===== config.mk =====
export PLATFORM = sky130hd
export DESIGN_NAME = led_seq_ctrl
export DESIGN_NICKNAME = d
export VERILOG_FILES = /design/src/rtl/led_seq_pkg.sv /design/src/rtl/led_seq_btn_debounce.sv /design/src/rtl/led_seq_ctrl.sv
export SDC_FILE = /design/constraint.sdc
export NUM_CORES = 1
export LEC_CHECK = 0
export BUFFER_PORTS_ARGS = -buffer_cell sky130_fd_sc_hd__buf_2
export CAP_MARGIN = 10
export CORE_ASPECT_RATIO = 2
export CORE_MARGIN = 2
export CORE_UTILIZATION = 35
export DETAILED_ROUTE_END_ITERATION = 6
export PLACE_DENSITY = 0.57
export SYNTH_ARGS = -nofsm -noshare
export SYNTH_HDL_FRONTEND = slang
export SYNTH_SLANG_ARGS = --single-unit

===== constraint.sdc =====
create_clock -name clk -period 2.4 [get_ports clk]
set_clock_uncertainty 0.2 [all_clocks]
set_input_delay 0.24 -clock clk [delete_from_list [all_inputs] [get_ports clk]]
set_output_delay 0.24 -clock clk [all_outputs]
set_load 0.05 [all_outputs]

===== src/rtl/led_seq_pkg.sv =====
// Shared types and constants for the LED sequencer and its button front end.
package led_seq_pkg;

  localparam int MODE_W = 2;

  typedef enum logic [MODE_W-1:0] {
    ROT_L  = 2'd0,
    ROT_R  = 2'd1,
    BOUNCE = 2'd2,
    BLINK  = 2'd3
  } mode_t;

  typedef enum logic {
    LEFT  = 1'b0,
    RIGHT = 1'b1
  } dir_t;

  // Bit n set: entering mode n reloads led with 1; clear: reloads all-zero.
  localparam logic [3:0] RELOAD_LSB = 4'b0111;

endpackage


===== src/rtl/led_seq_btn_debounce.sv =====
// Button front end: two-flop synchroniser, stability counter and rising-edge press pulse.
module btn_debounce #(
  parameter int DB_CYCLES = 200000
) (
  input  logic clk,
  input  logic rst,
  input  logic btn_raw,
  output logic press
);

  localparam int CW = (DB_CYCLES > 2) ? $clog2(DB_CYCLES) : 1;

  logic          sync1_q, sync2_q;
  logic          stable_q, stable_d;
  logic          stable_dly_q;
  logic [CW-1:0] cnt_q, cnt_d;

  always_ff @(posedge clk or posedge rst) begin
    if (rst) begin
      sync1_q      <= 1'b0;
      sync2_q      <= 1'b0;
      stable_q     <= 1'b0;
      stable_dly_q <= 1'b0;
      cnt_q        <= '0;
    end else begin
      sync1_q      <= btn_raw;
      sync2_q      <= sync1_q;
      stable_q     <= stable_d;
      stable_dly_q <= stable_q;
      cnt_q        <= cnt_d;
    end
  end

  // Counter only runs while the synced level disagrees with the accepted one.
  always_comb begin
    stable_d = stable_q;
    cnt_d    = '0;
    if (sync2_q != stable_q) begin
      if (cnt_q == CW'(DB_CYCLES - 1)) begin
        stable_d = sync2_q;
      end else begin
        cnt_d = cnt_q + CW'(1);
      end
    end
  end

  assign press = stable_q & ~stable_dly_q;

endmodule


===== src/rtl/led_seq_ctrl.sv =====
// LED bank sequencer: prescaled step ticks, button-selected display mode.
// state  | meaning
// ROT_L  | single lit LED rotating towards the MSB
// ROT_R  | single lit LED rotating towards bit 0
// BOUNCE | single lit LED sweeping end to end
// BLINK  | whole bank toggling each step
module led_seq_ctrl
  import led_seq_pkg::*;
#(
  parameter int TICK_DIV  = 5000000,
  parameter int DB_CYCLES = 200000,
  parameter int LED_W     = 8
) (
  input  logic              clk,
  input  logic              rst,
  input  logic              btn,
  input  logic              pause,
  input  logic [1:0]        speed,
  output logic [LED_W-1:0]  led,
  output logic [MODE_W-1:0] mode,
  output logic              tick
);

  localparam int CNT_W = $clog2(TICK_DIV);
  localparam int PW    = CNT_W + 1;
  localparam logic [PW-1:0] TICK_DIV_V = PW'(TICK_DIV);

  logic             press;
  logic [CNT_W-1:0] cnt_q, cnt_d;
  logic             tick_q, tick_d;
  logic [PW-1:0]    period;
  logic             step_now;

  mode_t            mode_q, mode_d;
  dir_t             dir_q, dir_d;
  logic [LED_W-1:0] led_q, led_d;

  btn_debounce #(
    .DB_CYCLES(DB_CYCLES)
  ) u_btn (
    .clk    (clk),
    .rst    (rst),
    .btn_raw(btn),
    .press  (press)
  );

  // ">=" rather than "==" so a speed-up that lands below the count still wraps.
  always_comb begin
    period   = TICK_DIV_V >> speed;
    step_now = !pause && ({1'b0, cnt_q} >= (period - PW'(1)));
    tick_d   = step_now;
    cnt_d    = cnt_q;
    if (press || step_now) begin
      cnt_d = '0;
    end else if (!pause) begin
      cnt_d = cnt_q + CNT_W'(1);
    end
  end

  always_ff @(posedge clk or posedge rst) begin
    if (rst) begin
      cnt_q  <= '0;
      tick_q <= 1'b0;
    end else begin
      cnt_q  <= cnt_d;
      tick_q <= tick_d;
    end
  end

  always_ff @(posedge clk or posedge rst) begin
    if (rst) begin
      mode_q <= ROT_L;
      dir_q  <= LEFT;
      led_q  <= LED_W'(1);
    end else begin
      mode_q <= mode_d;
      dir_q  <= dir_d;
      led_q  <= led_d;
    end
  end

  // A press on a tick cycle discards that step.
  always_comb begin
    mode_d = mode_q;
    dir_d  = dir_q;
    led_d  = led_q;
    if (press) begin
      mode_d = mode_t'(mode_q + MODE_W'(1));
      dir_d  = LEFT;
      led_d  = RELOAD_LSB[mode_d] ? LED_W'(1) : '0;
    end else if (step_now) begin
      case (mode_q)
        ROT_L:  led_d = {led_q[LED_W-2:0], led_q[LED_W-1]};
        ROT_R:  led_d = {led_q[0], led_q[LED_W-1:1]};
        BOUNCE: begin
          if (dir_q == LEFT) begin
            if (led_q[LED_W-1]) begin
              dir_d = RIGHT;
              led_d = led_q >> 1;
            end else begin
              led_d = led_q << 1;
            end
          end else begin
            if (led_q[0]) begin
              dir_d = LEFT;
              led_d = led_q << 1;
            end else begin
              led_d = led_q >> 1;
            end
          end
        end
        BLINK:   led_d = ~led_q;
        default: led_d = led_q;
      endcase
    end
  end

  always_comb begin
    led  = led_q;
    mode = mode_q;
    tick = tick_q;
  end

endmodule

# [After elaboration in Yosys (flattened, before gate mapping)]
# Index checks and enable logic that the tools add are counted.
[word_totals] inputBits=6 elab_cells=53 reg_bits=57 output_inout_bits=11
[op_classes] addsub=4 n_mux=19 magnitude_cmp=2 n_shift=1 n_reduce_logical=8 bitwise=3 eq_ne=6
[ops] op="two-way mux 23 bit" count=2
[ops] op="two-way mux 8 bit" count=5
[ops] op="two-way mux 18 bit" count=2
[ops] op="case mux 8 bit (4 select lines)" count=1
[ops] op="greater-or-equal comparator 23 x 24 -> 1 bit" count=1
[ops] op=">> shifter 23 x 2 -> 24 bit (first input constant)" count=1
[ops] op="subtractor 24 x 1 -> 24 bit (second input constant)" count=1
[ops] op="adder 23 x 1 -> 23 bit (second input constant)" count=1
[ops] op="adder 18 x 1 -> 18 bit (second input constant)" count=1
[ops] op="== test 18 bit (second input constant)" count=1
[ops] op="two-way mux 1 bit" count=8
[ops] op="NOT 8 bit" count=1
[ops] op="== test 2 bit (second input constant)" count=2
[ops] op="AND reduction 2 bit" count=2
[ops] op="nonzero test 2 bit" count=2
[ops] op="< comparator 2 x 3 -> 1 bit (second input constant)" count=1
[ops] op="adder 2 x 1 -> 2 bit (second input constant)" count=1
[ops] op="binary-select mux 1 bit (select 2 bit)" count=1
[ops] op="== test 2 x 1 -> 1 bit (second input constant)" count=1
[ops] op="logical NOT 2 bit" count=1
[ops] op="!= test 2 x 1 -> 1 bit (second input constant)" count=1
[ops] op="AND 1 bit" count=1
[ops] op="logical AND 1 bit" count=1
[ops] op="logical NOT 1 bit" count=1
[ops] op="3 further kinds" count=3

# [Depth between registers and ports, before layout]
[logic_depth] word_depth=6 ltp_mapped=14 ltp_nobuf=13

# [By module]
# Synthesis repeated with hierarchy kept, for this count alone.
[unflattened] hier_cells=367 area_unflattened_um2=3524.6
[by_module_without_submodules] module="led_seq_ctrl" cells_per_inst=269 n_inst=1 seq_area_each_um2=877.1 area_per_inst_um2=2487.4
[by_module_without_submodules] module="btn_debounce" cells_per_inst=98 n_inst=1 seq_area_each_um2=550.5 area_per_inst_um2=1037.2

# [Least setup slack after synthesis]
# Ideal clock, no wire load.
[synth_path] path_kind="input port to flip-flop" start="input speed[0]" end="register led_q[2], in the netlist led[2]" setup_slack_ns=-0.603 path_buffers=1 cell_stages=13 required_ns=2.113 setup_ns=0.087 arrival_time_ns=2.716 path_cell_list="inv_1 -> ha_1 -> nor4_1 -> xnor2_1 -> nor2_1 -> ha_1 -> o21a_1 -> o21bai_1 -> a2111o_1 -> o211ai_4 -> buf_8 -> nor2_1 -> a211oi_2"
[synth_via] elab_chain_cells=5
[synth_lines] item="from (decl)" line_no="led_seq_ctrl.sv:18" rtl="input logic [1:0] speed,"
[synth_lines] item=">> shifter 23 x 2 -> 24 bit" line_no="led_seq_ctrl.sv:49" rtl="period = TICK_DIV_V >> speed;"
[synth_lines] item="subtractor 24 x 1 -> 24 bit" line_no="led_seq_ctrl.sv:50" rtl="step_now = !pause && ({1'b0, cnt_q} >= (period - PW'(1)));"
[synth_lines] item="greater-or-equal comparator 23 x 24 -> 1 bit" line_no="led_seq_ctrl.sv:50"
[synth_lines] item="logical AND 1 bit" line_no="led_seq_ctrl.sv:50"
[synth_lines] item="net step_now" line_no="led_seq_ctrl.sv:32" rtl="logic step_now;"
[synth_lines] item="nonzero test 2 bit (no line)"
[synth_lines] item="to (signal assigned)" line_no="led_seq_ctrl.sv:78" rtl="led_q <= led_d;"
[synth_lines] item="to (decl)" line_no="led_seq_ctrl.sv:36" rtl="logic [LED_W-1:0] led_q, led_d;"
# The timed path passes the listed nets, and every way through them passes these cells.
# A chain may end at the register's enable or synchronous reset.

# [Worst setup path after layout]
[layout_path] start="input speed[1]" end="register cnt_q[14]"
[layout_via] elab_chain_cells=6 word_cells_on_any_way=7 cone_classes="1 x add/sub; 1 x order compare; 1 x eq/ne; 1 x shift; 1 x mux; 2 x reduce/logical"
[layout_lines] item=">> shifter 23 x 2 -> 24 bit (*)" line_no="led_seq_ctrl.sv:49"
[layout_lines] item="subtractor 24 x 1 -> 24 bit (*)" line_no="led_seq_ctrl.sv:50"
[layout_lines] item="greater-or-equal comparator 23 x 24 -> 1 bit (*)" line_no="led_seq_ctrl.sv:50"
[layout_lines] item="logical AND 1 bit (*)" line_no="led_seq_ctrl.sv:50"
[layout_lines] item="logical OR 1 bit (*)" line_no="led_seq_ctrl.sv:53" rtl="if (press || step_now) begin"
[layout_lines] item="!= test 2 x 1 -> 1 bit (no line) or two-way mux 23 bit (tied branches)"
[layout_lines] item="to (signal assigned)" line_no="led_seq_ctrl.sv:65" rtl="cnt_q <= cnt_d;"
[layout_lines] item="to (decl)" line_no="led_seq_ctrl.sv:29" rtl="logic [CNT_W-1:0] cnt_q, cnt_d;"
# Mark *: on every way between the ends. The rest lies on a longest branch, timed or not.

==> key figures <==
Worst setup path
  • CP Data Arrival Time: 2.78 ns
  • Crit. End Element: register
  • Worst path cell trace: buf_6 > clkinvlp_4 > ha_4 > nor4_4 > xnor2_1 > nor2_1 > ha_1 > a21oi_1 > o211ai_1 > a211oi_4 > buf_6 > o211ai_4 > buf_4 > or2_4 > nor2_1
  • Crit Path Category: in2reg
  • CP max FO: 6
  • Buf+Inv Stages, Crit Path: 4
  • Largest stage delay, worst path: between 0.2 and 0.3 ns
  • Worst EP required: 2.46 ns
  • CP max stage cell: ha_1
  • Cell family with most CP delay: simple AND/OR/NAND/NOR gates
  • Crit path launch type: input port

Synth
  • EDFF count, synth: 0
  • Mapped Cells: 358
  • Mapped Area: 3470 sq um
  • Top cell type's share of synthesized area: 40.4%
  • Synth Area per Inst: 9.69 sq um
  • Top FF cell, synth: dfrtp_1
  • Post-synth top cells: 62 x nor2_1, 56 x dfrtp_1, 33 x ha_1
  • Synth Register Bits: 57
  • Mapped Nets: roughly 400
  • Sequential area share after synthesis: about 40%
  • Synth unique cells: 52
  • Most instantiated library cell after synthesis: nor2_1
  • Yosys top cell by area: dfrtp_1
  • Largest cells by area after synthesis: dfrtp_1 40%, ha_1 12%, nor2_1 6.7%
  • Async set or reset register ratio after synthesis: 100%
  • Yosys Warn Count: 0

Final layout
  • Reg area: 1430 sq um
  • Finished Layout Cells: 571
  • Fillers: 949
  • Inserted Diodes: 0
  • P&R area growth vs syn: 28.6%
  • Nets: 475
  • Multi-input combinational cell area: 2000 sq um
  • Post-layout instance area: 4460 sq um
  • Layout cell share with drive strength beyond 1: around a quarter

Detailed routing
  • Pre-antenna DRT Iters: 4
  • Wire length on met3: about 190 um
  • Antenna-violating nets left: 0
  • DRC: 0
  • Vias per Instance: 4.90
  • Initial DRC Count: 103
  • Routed via count: 2,797
  • Max Used Layer: met4
  • Routed len/inst: 14.1 um
  • Final WL: 8050 um
  • Wl on met1: 3150 um
  • Routed length on met2: approximately 4500 um

Floorplanning
  • Num rows: 51
  • Core Area: between 9000 and 10,000 sq um
  • DIE AREA: 10,800 sq um
  • I/O Pins: 17
  • Die height: 145 um
  • Initial core utilization: 35.8%
  • Die width: about 74 um

Run
  • Max Cap Viol: 0

Worst hold path
  • Worst hold path type: in2reg

Clock tree
  • Clock Latency Late Sink: 0.33 ns
  • Clock Pin Slew Worst Setup and Hold Paths: 0.05 ns
  • CTS buffer count: 9
  • CTS H-tree depth: 3
  • Clock Path Buffers: 2
  • TritonCTS clock tree: done
  • CTS Sinks: 57
  • Clk root buf: clkbuf_16

Power
  • Combinational share of power: 15.7%
  • Sw power: around 0.00066 W
  • Net Sw Frac: between 20 and 30%
  • Clock share of power: 42.7%
  • Internal power: between 0.0015 and 0.002 W
  • PnR Total Power: 0.00257 W
  • Power Density: 575 nW/um^2
  • Flop pwr share: between 40% and 50%
  • VDD IR-drop max: around 0.00050 V
  • Leakage dissipation: 2.11 nW

Timing
  • Setup Viol. Count Final: 33
  • Tmin final: 2.72 ns
  • Unrepaired setup endpoints after global routing: true
  • Final Cycle Share: 113%
  • Worst Max-Slew Pin Slew: 0.654 ns
  • Final hold slack: 0.0578 ns
  • Peak Freq: 368 MHz
  • Relative slew slack: 56.4%
  • Final setup margin: -0.318 ns
  • Fin. Hold Viols: 0
  • Max-slew violations: 0

Placed design
  • Port-buffer cells: 16
  • Pre-CTS setup slack: -0.723 ns
  • DP Cell Count: between 500 and 600
  • Placed Area: between 4000 and 5000 sq um
  • Placer Congestion: 0.801
  • Detail Placement HPWL: roughly 5700 um

Global routing
  • Total track usage: 16.6%
  • Vias in the first global route: 2,936
  • Initial antenna violation count: 0
  • Largest net degree at the start of global routing: 30
  • First-pass GRT wire length: 13,600 um
  • GRT Residual Overflow: 0

Status
  • Status: finished with violations
  • Failing checks: setup timing
## per-stage QoR
stage                     util (%)  setup TNS, ns
after global placement        41.4         -20.62
after CTS                     45.4          -7.76
final                         46.0          -8.32
after detailed placement      41.4         -22.89
after floorplan                  -         -12.06
after global routing          46.0         -12.73
## flip-flops by register name, indices dropped and copies added (netlist names)
signal / flops
u_btn.sync1_q: 1
u_btn.cnt_q: 18
u_btn.stable_dly_q: 1
cnt_q: 23
mode: 2
u_btn.sync2_q: 1
tick: 1
dir_q: 1
led: 8
u_btn.stable_q: 1
## worst register-to-register path, cell delays in order (launching register included)
cell	delay [ns]
dfrtp_1	0.38
ha_1	0.32
a21o_1	0.16
a21o_2	0.23
a211oi_4	0.24
buf_6	0.16
o211ai_4	0.13
buf_4	0.17
or2_4	0.27
nor2_1	0.11
## worst paths after layout
check	cells after the start	from	slack, ns	end
worst max-delay path	15	speed[1]	-0.32	cnt_q[14]
worst min-delay path	3	pause	0.06	cnt_q[1]
worst max register to register	9	cnt_q[5]	-0.04	cnt_q[14]
worst min register to register	0	u_btn.sync1_q	0.15	u_btn.sync2_q
max in group asynchronous	4	rst	1.07	u_btn.cnt_q[8]
min in group asynchronous	3	rst	0.36	u_btn.sync1_q
## repair_timing
action	CTS	global route
pin swaps	26	2
buffers inserted	5	5
endpoints found under the setup margin	33	33
hold buffers	2	0
gates resized for setup	14	6
cloned	4	0
endpoints found under the hold margin	28	0
## cells in the final DEF, fill, tap and decap left out, types with 9 or more instances in the layout
| master | netlist | routed |
|---|---|---|
| buf_2 | 0 | 14 |
| nor2_1 | 62 | 58 |
| nand4_1 | 10 | 10 |
| xnor2_1 | 16 | 16 |
| clkbuf_16 | 0 | 9 |
| nand3_1 | 16 | 16 |
| ha_1 | 33 | 31 |
| dfrtp_1 | 56 | 56 |
| inv_1 | 16 | 13 |
| a21oi_1 | 21 | 21 |
| xor2_1 | 25 | 25 |
| nand2_1 | 22 | 22 |
| buf_4 | 0 | 48 |
## routing by layer
layer,vias to the layer above,global-route usage (%)
li1,1395,-
met1,1352,17.7
met2,32,29.0
met3,18,3.88
met4,0,9.30
met5,-,0
## power groups by stage
stage                     Clock, W  Sequential (W)  Combinational [W]
final                      0.00110         0.00107           0.000404
after global routing       0.00117         0.00108           0.000459
after CTS                  0.00112         0.00107           0.000394
after detailed placement         0         0.00108           0.000376
after global placement           0         0.00108           0.000361
after floorplan                  0         0.00109           0.000201
## logic make-up after synthesis
family | after synthesis | synth area share [%]
AOI/OAI and AO/OA | 52 | 10.9
xor gates and xnor gates | 41 | 10.3
adders and majority gates | 33 | 11.9
buffers and inverters | 25 | 3.97
DFF | 57 | 41.1
muxes | 4 | 1.19
and+or+nand+nor | 146 | 20.6
## area by class of cell
type	count	area share (%)
multi-input combinational	280	44.8
timing repair buffer	72	12.4
inverter	16	1.51
clock inverter	4	0.505
sequential	57	32.0
clock buffer	10	5.13
tap	132	3.70
No activity file was read; power rests on OpenSTA's default activity.
